<file path="src/rtl/seq_detect_pkg.sv">
// Shared types and helpers for the programmable serial pattern detector.
// The optional match counter in the top is enabled with the SEQ_DETECT_CNT_EN macro.
package seq_detect_pkg;

  // Default longest pattern the detector can hold.
  localparam int DEFAULT_MAX_LEN = 8;

  // Width needed to hold a length 0..max_len.
  function automatic int len_width(input int max_len);
    return $clog2(max_len + 1);
  endfunction

  // UNCFG: no valid pattern loaded, stream ignored. ARMED: detector active.
  typedef enum logic {
    UNCFG = 1'b0,
    ARMED = 1'b1
  } state_t;

endpackage

</file>
<file path="src/rtl/seq_hist_reg.sv">
// Bit history shift register with a saturating fill counter.
// fill counts fresh bits since the last clear, capped at MAX_LEN, so the
// comparator knows when enough bits have arrived to form a full pattern.
// hist_next/fill_next show the values the next accepted bit would produce,
// letting the comparator decide on the same edge that accepts the bit.
module seq_hist_reg
  import seq_detect_pkg::*;
#(
  parameter int MAX_LEN = DEFAULT_MAX_LEN,
  localparam int LEN_W  = len_width(MAX_LEN)
) (
  input  logic               clk,
  input  logic               reset,
  input  logic               shift,
  input  logic               clear,
  input  logic               drop_fill,
  input  logic               bit_in,
  output logic [MAX_LEN-1:0] hist_next,
  output logic [LEN_W-1:0]   fill_next
);

  logic [MAX_LEN-1:0] hist_q;
  logic [LEN_W-1:0]   fill_q;

  // Look-ahead of the history and fill after accepting bit_in.
  always_comb begin
    hist_next = {hist_q[MAX_LEN-2:0], bit_in};
    fill_next = (fill_q == LEN_W'(MAX_LEN)) ? fill_q : fill_q + LEN_W'(1);
  end

  // Clear wins over shift; drop_fill restarts the fresh-bit count after a
  // non-overlapping match while still keeping the shifted-in bit.
  always_ff @(posedge clk) begin
    if (reset || clear) begin
      hist_q <= '0;
      fill_q <= '0;
    end else if (shift) begin
      hist_q <= hist_next;
      fill_q <= drop_fill ? '0 : fill_next;
    end
  end

endmodule

</file>
<file path="src/rtl/seq_detect_prog.sv">
// Runtime-programmable serial pattern detector (1..MAX_LEN bits).
// Optional feature macro: SEQ_DETECT_CNT_EN adds a saturating match_count.
//
// Stream handshake: in_valid qualifies inp_bit for exactly one cycle; there is
// no back-pressure, every cycle with in_valid=1 is one accepted bit, except a
// cycle that also carries cfg_load, where the configuration wins and the bit
// is dropped.
module seq_detect_prog
  import seq_detect_pkg::*;
#(
  parameter int MAX_LEN = DEFAULT_MAX_LEN,
`ifdef SEQ_DETECT_CNT_EN
  parameter int CNT_W   = 8,
`endif
  localparam int LEN_W  = len_width(MAX_LEN)
) (
  input  logic               clk,
  input  logic               reset,
  input  logic               in_valid,
  input  logic               inp_bit,
  input  logic               cfg_load,
  input  logic [MAX_LEN-1:0] cfg_pattern,
  input  logic [LEN_W-1:0]   cfg_len,
  input  logic               cfg_overlap,
  output logic               seq_seen,
  output logic               armed,
  output logic               cfg_err
`ifdef SEQ_DETECT_CNT_EN
  ,
  output logic [CNT_W-1:0]   match_count
`endif
);

  state_t             state;
  logic [MAX_LEN-1:0] pattern_q;
  logic [LEN_W-1:0]   len_q;
  logic               overlap_q;

  logic               cfg_legal;
  logic               cfg_accept;
  logic               shift;
  logic               match;
  logic [MAX_LEN-1:0] len_mask;
  logic [MAX_LEN-1:0] hist_next;
  logic [LEN_W-1:0]   fill_next;

  // Decode config legality, bit acceptance and the masked pattern compare.
  always_comb begin
    cfg_legal  = (cfg_len != '0) && (cfg_len <= LEN_W'(MAX_LEN));
    cfg_accept = cfg_load && cfg_legal;
    shift      = (state == ARMED) && in_valid && !cfg_load;
    for (int i = 0; i < MAX_LEN; i++) begin
      len_mask[i] = (i < int'(len_q));
    end
    match = shift && (fill_next >= len_q) &&
            (((hist_next ^ pattern_q) & len_mask) == '0);
  end

  seq_hist_reg #(
    .MAX_LEN (MAX_LEN)
  ) u_hist (
    .clk       (clk),
    .reset     (reset),
    .shift     (shift),
    .clear     (cfg_accept),
    .drop_fill (match && !overlap_q),
    .bit_in    (inp_bit),
    .hist_next (hist_next),
    .fill_next (fill_next)
  );

  // Control FSM: config latching and registered pulse/status outputs.
  always_ff @(posedge clk) begin
    if (reset) begin
      state     <= UNCFG;
      pattern_q <= '0;
      len_q     <= '0;
      overlap_q <= 1'b0;
      seq_seen  <= 1'b0;
      armed     <= 1'b0;
      cfg_err   <= 1'b0;
    end else begin
      seq_seen <= 1'b0;
      cfg_err  <= 1'b0;
      if (cfg_load) begin
        if (cfg_legal) begin
          state     <= ARMED;
          armed     <= 1'b1;
          pattern_q <= cfg_pattern;
          len_q     <= cfg_len;
          overlap_q <= cfg_overlap;
        end else begin
          cfg_err <= 1'b1;
        end
      end else begin
        case (state)
          UNCFG:   seq_seen <= 1'b0;
          ARMED:   seq_seen <= match;
          default: seq_seen <= 1'b0;
        endcase
      end
    end
  end

`ifdef SEQ_DETECT_CNT_EN
  // Saturating count of match pulses, restarted by each accepted config.
  always_ff @(posedge clk) begin
    if (reset || cfg_accept) begin
      match_count <= '0;
    end else if (seq_seen && (match_count != '1)) begin
      match_count <= match_count + CNT_W'(1);
    end
  end
`endif

endmodule

</file>
<file path="config.mk">
export PLATFORM = sky130hd
export DESIGN_NAME = seq_detect_prog
export DESIGN_NICKNAME = d
export VERILOG_FILES = /design/src/rtl/seq_detect_pkg.sv /design/src/rtl/seq_hist_reg.sv /design/src/rtl/seq_detect_prog.sv
export SDC_FILE = /design/constraint.sdc
export NUM_CORES = 1
export LEC_CHECK = 0
export BUFFER_PORTS_ARGS = -buffer_cell sky130_fd_sc_hd__buf_2
export CORE_MARGIN = 2
export CORE_UTILIZATION = 46
export DETAILED_ROUTE_END_ITERATION = 10
export PLACE_DENSITY = 0.7
export SLEW_MARGIN = 10
export SYNTH_ARGS = -nofsm -noshare
export SYNTH_HDL_FRONTEND = slang
export SYNTH_SLANG_ARGS = --single-unit
</file>
<file path="constraint.sdc">
create_clock -name clk -period 2.86 [get_ports clk]
set_input_delay 0.143 -clock clk [delete_from_list [all_inputs] [get_ports clk]]
set_output_delay 0.143 -clock clk [all_outputs]
set_load 0.01 [all_outputs]
</file>
---- After elaboration in Yosys (flattened, before gate mapping) ----
Cells that the tools add are included.
storage, ports and cells
  register bits after elaboration ......... 27
  output and inout port bits .............. 3
  word-level logic and storage cells ...... 43
cells by class
  add/subtract/negate cells ............... 1
  order comparisons ....................... 10
  equal/unequal tests ..................... 1
  muxes and demuxes ....................... 4
  bitwise gates (word level) .............. 4
  reductions and logical operators ........ 15
operator list
  operator             count
  $lt 3x4->1 const A   4
  $and 8x8->8          1
  $logic_not 8->1      1
  $lt 1x4->1 const A   2
  $lt 2x4->1 const A   2
  $mux 4               2
  $xor 8x8->8          1
  $logic_and 1x1->1    7
  $add 4x1->4 const B  1
  $eq 4x4->1 const B   1
  $ge 4x4->1           1
  $le 4x4->1 const B   1
  $reduce_bool 4->1    1
  $reduce_or 2->1      2
  $logic_not 1->1      2
  $not 1->1            2
  $pmux 1 s2           1
  $reduce_and 2->1     1
  $logic_or 1x1->1     1
  $mux 1               1

---- Depth between registers and ports, before layout ----
Gate-level depths: netlist of the first run.
  depth in word-level cells ............... 7
  depth in mapped cells ................... 12
  gate-level depth less buffers ........... 12

---- Modules after synthesis ----
A second synthesis of the first run with hierarchy kept.
unflattened totals
  cell total of the unflattened synthesis .. 150
  area total of the unflattened synthesis .. 1412.6 µm²
modules (own cells, without submodules)
  module           instances  cells an instance  area each (µm²)  sequential area each (µm²)
  seq_detect_prog  1          93                 894.6            320.3
  seq_hist_reg     1          57                 518.0            220.2

---- Worst setup path after synthesis of the first run ----
Ideal clock, no wire load.
  path kind ............................... flip-flop to flip-flop
  start ................................... register u_hist.fill_q[0]
  end ..................................... register u_hist.fill_q[1]
  library setup time ...................... 0.070 ns
  arrival time ............................ 2.108 ns
  slack ................................... 0.682 ns
  stages on the path, launching flop included .. 13
  buffers on the path ..................... 0
  period minus slack after synthesis ...... 2.178 ns
  cells stage by stage .................... dfxtp_1 > inv_1 > ha_1 > nand2_1 > nor2_1 > xnor2_1 > ha_1 > nand2b_1 > a2111oi_2 > a211oi_2 > nand4b_1 > nand3_1 > a21oi_1
between the ends
  cells in the longest elaborated chain, start to end .. 7
  elaborated cells on any way between the ends .. 8
  those cells by class .................... 1 x add/sub; 1 x order compare; 1 x eq/ne; 2 x mux; 3 x reduce/logical
ends and longest elaborated chain
  what                                       RTL line               text
  from (decl)                                seq_hist_reg.sv:23     logic [LEN_W-1:0] fill_q;
  from (signal assigned)                     seq_hist_reg.sv:39     fill_q <= drop_fill ? '0 : fill_next;
  $add 4x1->4 or $eq 4x4->1 (tied branches)  seq_hist_reg.sv:28     fill_next = (fill_q == LEN_W'(MAX_LEN)) ? fill_q : fill_q + LEN_W'(1);
  $mux 4 *                                   seq_hist_reg.sv:28
  $ge 4x4->1                                 seq_detect_prog.sv:55  match = shift && (fill_next >= len_q) &&
  $logic_and 1x1->1 (2 in series)            seq_detect_prog.sv:55
  $logic_and 1x1->1                          seq_detect_prog.sv:66  .drop_fill (match && !overlap_q),
  $mux 4 *                                   seq_hist_reg.sv:39
Every way passes the cells marked *; elsewhere a longest branch is shown, timed or not.
A chain may end at the register's enable or synchronous reset.

---- Final worst setup path of the first run ----
Ends and elaborated chain as after synthesis.

==> results of run 1 <==
-- state kept, by name, summed over array words and instances (netlist names) --
name	flops
state	1
u_hist.fill_q	4
cfg_err	1
len_q	4
pattern_q	8
overlap_q	1
seq_seen	1
u_hist.hist_q	7
-- cells in the mapped netlist --
| cell | count |
|---|---|
| nor3b_1 | 1 |
| clkbuf_1 | 3 |
| inv_1 | 8 |
| nand2b_1 | 2 |
| o21ai_0 | 2 |
| buf_2 | 1 |
| a221oi_2 | 1 |
| dfxtp_1 | 27 |
| and3_1 | 1 |
| buf_6 | 2 |
| ha_1 | 6 |
| o22ai_1 | 2 |
| o221ai_1 | 1 |
| xor2_1 | 2 |
| a2111oi_2 | 1 |
| nor3_1 | 4 |
| nor2_1 | 14 |
| a211oi_2 | 2 |
| nand2_2 | 1 |
| buf_1 | 1 |
| a21oi_1 | 15 |
| o21ai_1 | 1 |
| xnor2_1 | 10 |
| nor4_1 | 1 |
| nand3_1 | 6 |
| nand2_1 | 23 |
| mux2i_1 | 12 |
| nand4b_1 | 1 |
| nor3_2 | 2 |
-- how the worst max path moves through the flow --
stage	startpoint	endpoint	slack, ns	cells past startpoint
floorplan	u_hist.fill_q[0]$_SDFFE_PP0P_	u_hist.fill_q[1]$_SDFFE_PP0P_	0.68	12
global placement	u_hist.fill_q[0]$_SDFFE_PP0P_	u_hist.fill_q[3]$_SDFFE_PP0P_	0.58	12
detailed placement	u_hist.fill_q[0]$_SDFFE_PP0P_	u_hist.fill_q[1]$_SDFFE_PP0P_	0.37	12
CTS	u_hist.fill_q[0]$_SDFFE_PP0P_	u_hist.fill_q[1]$_SDFFE_PP0P_	0.33	12
global route	u_hist.fill_q[0]$_SDFFE_PP0P_	u_hist.fill_q[1]$_SDFFE_PP0P_	0.06	12
finish	u_hist.fill_q[0]$_SDFFE_PP0P_	u_hist.fill_q[1]$_SDFFE_PP0P_	0.32	12
-- final cells by class --
cell class | count | area (um2)
Sequential cell | 27 | 541
Tap cell | 31 | 38.8
Clock buffer | 4 | 26.3
Fill cell | 273 | 1300
Multi-Input combinational cell | 111 | 723
Timing Repair Buffer | 20 | 100
Inverter | 8 | 30.0
-- worst max-delay path: cells and delay by family (launching register included) --
kind	cells	cell delay [ns]
compound gates	3	0.67
fa+ha+maj	2	0.41
buf+inv	1	0.12
flops	1	0.38
simple gates	5	0.75
xor+xnor	1	0.17
-- metrics by stage --
stage                     hold slack [ns]  worst slack [ns]  instances
final                              0.0252             0.316        201
after global routing               0.0133            0.0598        201
after detailed placement            0.379             0.369        197
after global placement              0.369             0.578        197
after CTS                          0.0176             0.327        201
after floorplan                     0.220             0.682        153
-- power by group through the flow --
stage / clock, mW / sequential, mW / combinational (mW)
after floorplan: 0 / 0.407 / 0.0633
after global placement: 0 / 0.409 / 0.0821
after CTS: 0.168 / 0.401 / 0.0864
final: 0.165 / 0.401 / 0.0858
after detailed placement: 0 / 0.410 / 0.0855
after global routing: 0.184 / 0.404 / 0.0964
-- routing by layer --
layer,part of all wire,global-route usage
met1,0.43,0.200
met2,0.52,0.349
met3,0.039,0.0402
met4,0.013,0.0498
met5,0,0
-- cell families after synthesis --
logic type / synth area share
and+or+nand+nor: 0.192
DFF: 0.404
AOI/OAI and AO/OA: 0.125
buffers and inverters: 0.0543
xor gates and xnor gates: 0.0787
muxes: 0.0899
adders and majority gates: 0.0562
==> metrics list, run 1 <==
* Cell variety after synth: 29
- Part of the Yosys area used for sequential elements: 0.404
- Antenna violations before repair: 0
- The worst setup path is launched from a flop.
- Fraction of final layout cells with drive strength greater than 1: 0.176
- Among the stages of the critical path, the cell type that occurs most often is ha_1.
- The Yosys step of the flow raised 0 warnings.
- The library cell used most frequently in the layout, excluding fill and tap cells, is dfxtp_1.
- Peak supply drop: 299 uV
* Fraction of power spent switching nets: 0.259
- The clock passes through at most 2 buffers.
* Routed WL: 2740 um
- Area share of the largest cell type after synthesis: 0.404
- The signal on the critical path passes through inv_1 -> ha_1 -> nand2_1 -> nor2_1 -> xnor2_1 -> ha_1 -> nand2b_1 -> a2111oi_2 -> a211oi_2 -> nand4b_1 -> nand3_1 -> a21oi_1.
* Internal cell power: 0.483 mW
- Clock group share of total power: 0.253
- Post-synthesis instance area: 1340 um2
* Startpoint of the lowest-slack register-to-register path: u_hist.fill_q[0]$_SDFFE_PP0P_
* Detailed-routing iteration count for the pre-antenna-repair pass: 4
- The total overflow left after global routing is 0.
- Counting every net in the synthesized netlist gives 177.
* Final standard cell utilization of the core: 0.529
- Vert. Die Dim: 57.9 um
- Measured against its own limit, the worst slew margin works out to 0.654.
* Cell types occupying the most area after synthesis: dfxtp_1, mux2i_1, xnor2_1
- The number of hold buffers added after CTS was 0.
- The area growth from synthesis to layout is 9.18%.
- Total chip power: 0.652 mW
- Summed over all cells, the static leakage comes to 0.613 nW.
- Count of final hold-check violations: 0
- Of the total power, registers draw 0.616.
* Number of cells on the worst reg-to-reg path: 12
- Clock insertion delay at the later pin of the skew report: 0.33 ns
- After layout, the minimum clock period comes to 2.54 ns.
- Clock tree synthesis selected as its root buffer the cell clkbuf_4.
- Crit path arrival time: 2.81 ns
- In the finished design, the share of the clock period the worst path needs comes to 0.890.
- Worst setup path category: reg2reg
- The worst register-to-register path has a setup slack of 0.32 ns.
- The detailed router placed 1,083 vias in this run.
* Maximum single-stage delay on the critical path: 0.42 ns
- The worst hold path begins at cfg_load.
* Element type at the critical path end: flop
- In this run the critical register-to-register path is captured at u_hist.fill_q[1]$_SDFFE_PP0P_.
* HPWL Detailed: 2120 um
- Post_cts resized: 0
* Switching pwr: 0.169 mW
* Initial Util: 0.485
- Count of mapped cells out of synthesis: 153
- Setup TNS after final layout: 0 ns
- The number of max-slew violations in the final report is 0.
- Post-CTS timing repair inserted 0 buffers for setup.
- Detailed-route DRC error count: 0
- Post-route standard cell area excluding fillers: 1460 um2
* Nets: 195
- Endpoint of the worst hold path: seq_seen$_SDFF_PP0_
- CTS tree: built
* Vias/cell: 5.39
- Final estimated routing congestion in global placement: 0.820
* Max-cap viol count: 0
* Clock buffer count from CTS: 3
- Gate power share: 0.132
- Clock-pin slew was measured on the worst setup and hold paths at 0.15 ns.
* Maximum number of pins on one net before global-route repair: 18
- Row generation in the floorplan step produced 19 rows.
* Worst Path Required: 3.13 ns
- Derived from the worst setup path, the maximum achievable clock frequency is 0.393 GHz.
* Number of synthesized register bits: 27
- RSZ-0062 raised after global routing: false
- In this run the number of H-tree levels came out at 1.
- Quantity of I/O buffers inserted on ports: 20
- Io pins: 21
- Post-route clock skew: 0.0127 ns
- The biggest area contributor in the post-synthesis netlist is dfxtp_1.
* Critical path peak fanout: 5
* Core footprint: 2760 um2
- Type of the worst min-delay path: in2reg
- Antenna fix cells: 0
- Global router's overall resource usage: 0.182
* Die width: 57.9 um
- Total cell area at the placement stage: 1430 um2
- Transition time at the pin with the least slew margin: 0.518 ns
- The largest individual stage delay along the critical path comes from the cell a2111oi_2.
- The die covers 3350 um2.
* Routed length per placed instance: 13.6 um
- Status: finished clean
- Number of nets with antenna violations after detailed routing: 0
- Power density cells: 447 nW/um2
* Leading cell types in the layout, fill and taps excluded: dfxtp_1, nand2_1, buf_2
* Mapped Avg Cell Area: 8.73 um2
- # setup viols final: 0
- Detailed Route Iter0 Violations: 24
* Sinks on the clock net: 27
- The number of global-route vias before repair came to 1,128.
- The first global-routing pass estimated 4710 um of wire.
* Number of cells on the worst hold path: 2
Note: power is estimated with default switching activity, not from simulation.
==> inputs of run 2 (changes only) <==
Settings changed: CORE_MARGIN 2 to 5.
==> run 2 against run 1 <==
Global-route usage fell by 4.8 points. Register-to-register slack better by 0.04 ns. First-iteration DRC count rose by 100%. Count of clock-buffer cells in the layout unchanged. Highest routed layer unchanged. Core utilization down 0.45 points. Critical endpoint is now u_hist.fill_q[3]$_SDFFE_PP0P_. Via count did not move. Largest power group unchanged. Maximum frequency is 1.8% higher. Design area stayed put. Clock skew fell by 0.0071 ns. Worst setup slack improved by 0.044 ns.
==> metrics list, run 2 (synthesis results as in run 1) <==
- The net count reported at finish was 195 (unchanged).
* Quantity of I/O buffers inserted on ports: 20 (unchanged)
- The detailed-route DRC error count was 0 (unchanged).
- Number of nets with antenna violations after detailed routing: 0 (unchanged)
- Wire length of the first global-routing pass: 4530 um (was 4710 um)
- The horizontal die dimension was 63.9 um (was 57.9 um).
* Placement Rows: 19 (unchanged)
- Post-Place Worst Slack: 0.427 ns (was 0.369 ns)
* Area overhead of the layout relative to synthesis: 9.18% (unchanged)
* Crit-path leading delay family: simple AND/OR/NAND/NOR gates (unchanged)
- The arrival time at the worst endpoint came to 2.75 ns (was 2.81 ns).
- The number of buffers created by CTS was 3 (unchanged).
- The highest achievable clock rate came to 0.400 GHz (was 0.393 GHz).
- The maximum number of buffers from clock root to sink is 2 (unchanged).
* Setup TNS after final layout: 0 ns (unchanged)
- Leading cell types in the layout, fill and taps excluded: dfxtp_1, nand2_1, buf_2 (unchanged).
* Peak supply drop: 374 uV (was 299 uV)
- The number of global-route vias before repair is 1,095 (was 1,128).
* Vias/cell: 5.39 (unchanged)
- Number of cells on the worst reg-to-reg path: 12 (unchanged)
* Count of final hold-check violations: 0 (unchanged)
- Time the final worst path needs with I/O delays and setup: 2.50 ns (was 2.54 ns)
* Routed WL: 2610 um (was 2740 um)
* Start point of the worst min-delay path: cfg_load (unchanged)
* Core footprint: 2780 um2 (was 2760 um2)
- The total congestion overflow is 0 (unchanged).
* Post_cts resized: 0 (unchanged)
* Fill cell total of the finished layout: 269 (was 273)
- Vert. Die Dim: 63.9 um (was 57.9 um)
* Worst Path Required: 3.11 ns (was 3.13 ns)
- Largest Register: pattern_q (unchanged)
- The share of the clock period used by the worst path is 0.874 (was 0.890).
* Startpoint of the lowest-slack register-to-register path: u_hist.fill_q[0]$_SDFFE_PP0P_ (unchanged)
- The overall global routing resource usage is 0.135 (was 0.182).
- Cells along the critical path: inv_1 -> ha_1 -> nand2_1 -> nor2_1 -> xnor2_1 -> ha_1 -> nand2b_1 -> a2111oi_2 -> a211oi_2 -> nand4b_1 -> nand3_1 -> a21oi_1 (unchanged).
* Final estimated routing congestion in global placement: 0.856 (was 0.820)
- CP Launch Type: flop (unchanged)
- Post-route clock skew: 0.00565 ns (was 0.0127 ns)
* Clock insertion delay at the later pin of the skew report: 0.32 ns (was 0.33 ns)
* Initial Util: 0.480 (was 0.485)
* Max-slew violations: 0 (unchanged)
- Sinks on the clock net: 27 (unchanged)
* # setup viols final: 0 (unchanged)
- The number of flip-flops under the largest register name came to 8 (unchanged).
- The critical path buffer and inverter count is 1 (unchanged).
* Io pins: 21 (unchanged)
* Registers with the highest flip-flop counts: pattern_q x8, u_hist.hist_q x7 (unchanged)
- The detailed-placement wirelength estimate was 2020 um (was 2120 um).
- Relative max-transition margin: 0.651 (was 0.654)
- Detailed Route Iter0 Violations: 48 (was 24)
* Maximum single-stage delay on the critical path: 0.43 ns (was 0.42 ns)
* Commonest non-fill, non-tap cell in the layout: dfxtp_1 (unchanged)
- Count of vias placed by the detailed router: 1,083 (unchanged)
* Final worst setup slack: 0.360 ns (was 0.316 ns)
- Antenna violations before repair: 0 (unchanged)
- The number of iterations in the first detailed-routing pass is 4 (unchanged).
- Critical path's slowest cell: a2111oi_2 (unchanged)
* Power density cells: 444 nW/um2 (was 447 nW/um2)
- The full die area is 4080 um2 (was 3350 um2).
* Destination of the worst register-to-register timing path: u_hist.fill_q[3]$_SDFFE_PP0P_ (was u_hist.fill_q[1]$_SDFFE_PP0P_)
- The buffer count from post-CTS setup fixing came to 0 (unchanged).
- The average detailed-routed wire length per instance was 13.0 um (was 13.6 um).
- Critical path peak fanout: 5 (unchanged)
- The category of the critical setup timing path was reg2reg (unchanged).
* Maximum number of pins on one net before global-route repair: 18 (unchanged)
- Antenna fix cells: 0 (unchanged)
* Transition time at the pin with the least slew margin: 0.521 ns (was 0.518 ns)
* Max-cap viol count: 0 (unchanged)
* Endpoint of the worst hold path: seq_seen$_SDFF_PP0_ (unchanged)
* RSZ-0062 raised after global routing: false (unchanged)
- Maximum level of the CTS H-tree: 1 (unchanged)
- The share of final-layout standard cells stronger than drive strength 1 was 0.176 (unchanged).
* Leakage power of the design: 0.613 nW (unchanged)
- Post-CTS clock slew at the launch and capture registers of the worst setup and hold paths: 0.14 ns (was 0.15 ns)
- Master cell of the clock root buffer: clkbuf_4 (unchanged)
- The type of the tightest min-delay check was in2reg (unchanged).
- Element type at the critical path end: flop (unchanged)
* CTS tree: built (unchanged)
- Status: finished clean (unchanged)
- Worst reg2reg setup slack: 0.36 ns (was 0.32 ns)
* Number of cells on the worst hold path: 2 (unchanged)
* Number of hold-repair buffers added at the cts stage: 0 (unchanged)
- CP dominant cell by count: ha_1 (unchanged)
-- run 2: cell counts in the layout (fill, tap and decap cells not counted) --
No cell type changed its count.
-- run 2: per-stage QoR --
stage	power [mW]	area [um2]	instances	hold WS, ns	util
final	0.647	1460	201	0.0285	0.525
after global routing	0.680	1460	201	0.0256	0.525
after CTS	0.656	1460	201	0.0177	0.525
after detailed placement	0.495	1430	197	0.378	0.515
after global placement	0.491	1430	197	0.368	0.515
after floorplan	0.470	1340	153	0.220	-
-- run 2: final cells by class --
type / instances / area (um2) / area share
clock buffers: 4 / 26.3 / 0.0180
multi-input cells: 111 / 723 / 0.496
flip-flops and latches: 27 / 541 / 0.370
repair buffers: 20 / 100 / 0.0686
inverters: 8 / 30.0 / 0.0206
well taps: 31 / 38.8 / 0.0266
-- run 2: how the worst max path moves through the flow --
stage | startpoint | endpoint | depth (start not counted) | slack, ns
final | u_hist.fill_q[0]$_SDFFE_PP0P_ | u_hist.fill_q[3]$_SDFFE_PP0P_ | 12 | 0.36
after global routing | u_hist.fill_q[0]$_SDFFE_PP0P_ | u_hist.fill_q[3]$_SDFFE_PP0P_ | 12 | 0.1
after CTS | u_hist.fill_q[0]$_SDFFE_PP0P_ | u_hist.fill_q[1]$_SDFFE_PP0P_ | 12 | 0.37
after detailed placement | u_hist.fill_q[0]$_SDFFE_PP0P_ | u_hist.fill_q[1]$_SDFFE_PP0P_ | 12 | 0.43
after global placement | u_hist.fill_q[0]$_SDFFE_PP0P_ | u_hist.fill_q[3]$_SDFFE_PP0P_ | 12 | 0.58
after floorplan | u_hist.fill_q[0]$_SDFFE_PP0P_ | u_hist.fill_q[1]$_SDFFE_PP0P_ | 12 | 0.68
-- run 2: per-layer routing --
| layer | up-vias | track usage | share of wire |
|---|---|---|---|
| li1 | 557 | - | - |
| met1 | 502 | 0.157 | 0.45 |
| met2 | 20 | 0.230 | 0.49 |
| met3 | 4 | 0.0315 | 0.043 |
| met4 | 0 | 0.0649 | 0.013 |
| met5 | - | 0 | 0 |
-- run 2: power breakdown --
part / internal (mW) / leakage (nW) / switching, mW
logic: 0.0397 / 0.379 / 0.0456
registers: 0.389 / 0.219 / 0.0123
clock network: 0.0545 / 0.0150 / 0.106
total: 0.483 / 0.613 / 0.164
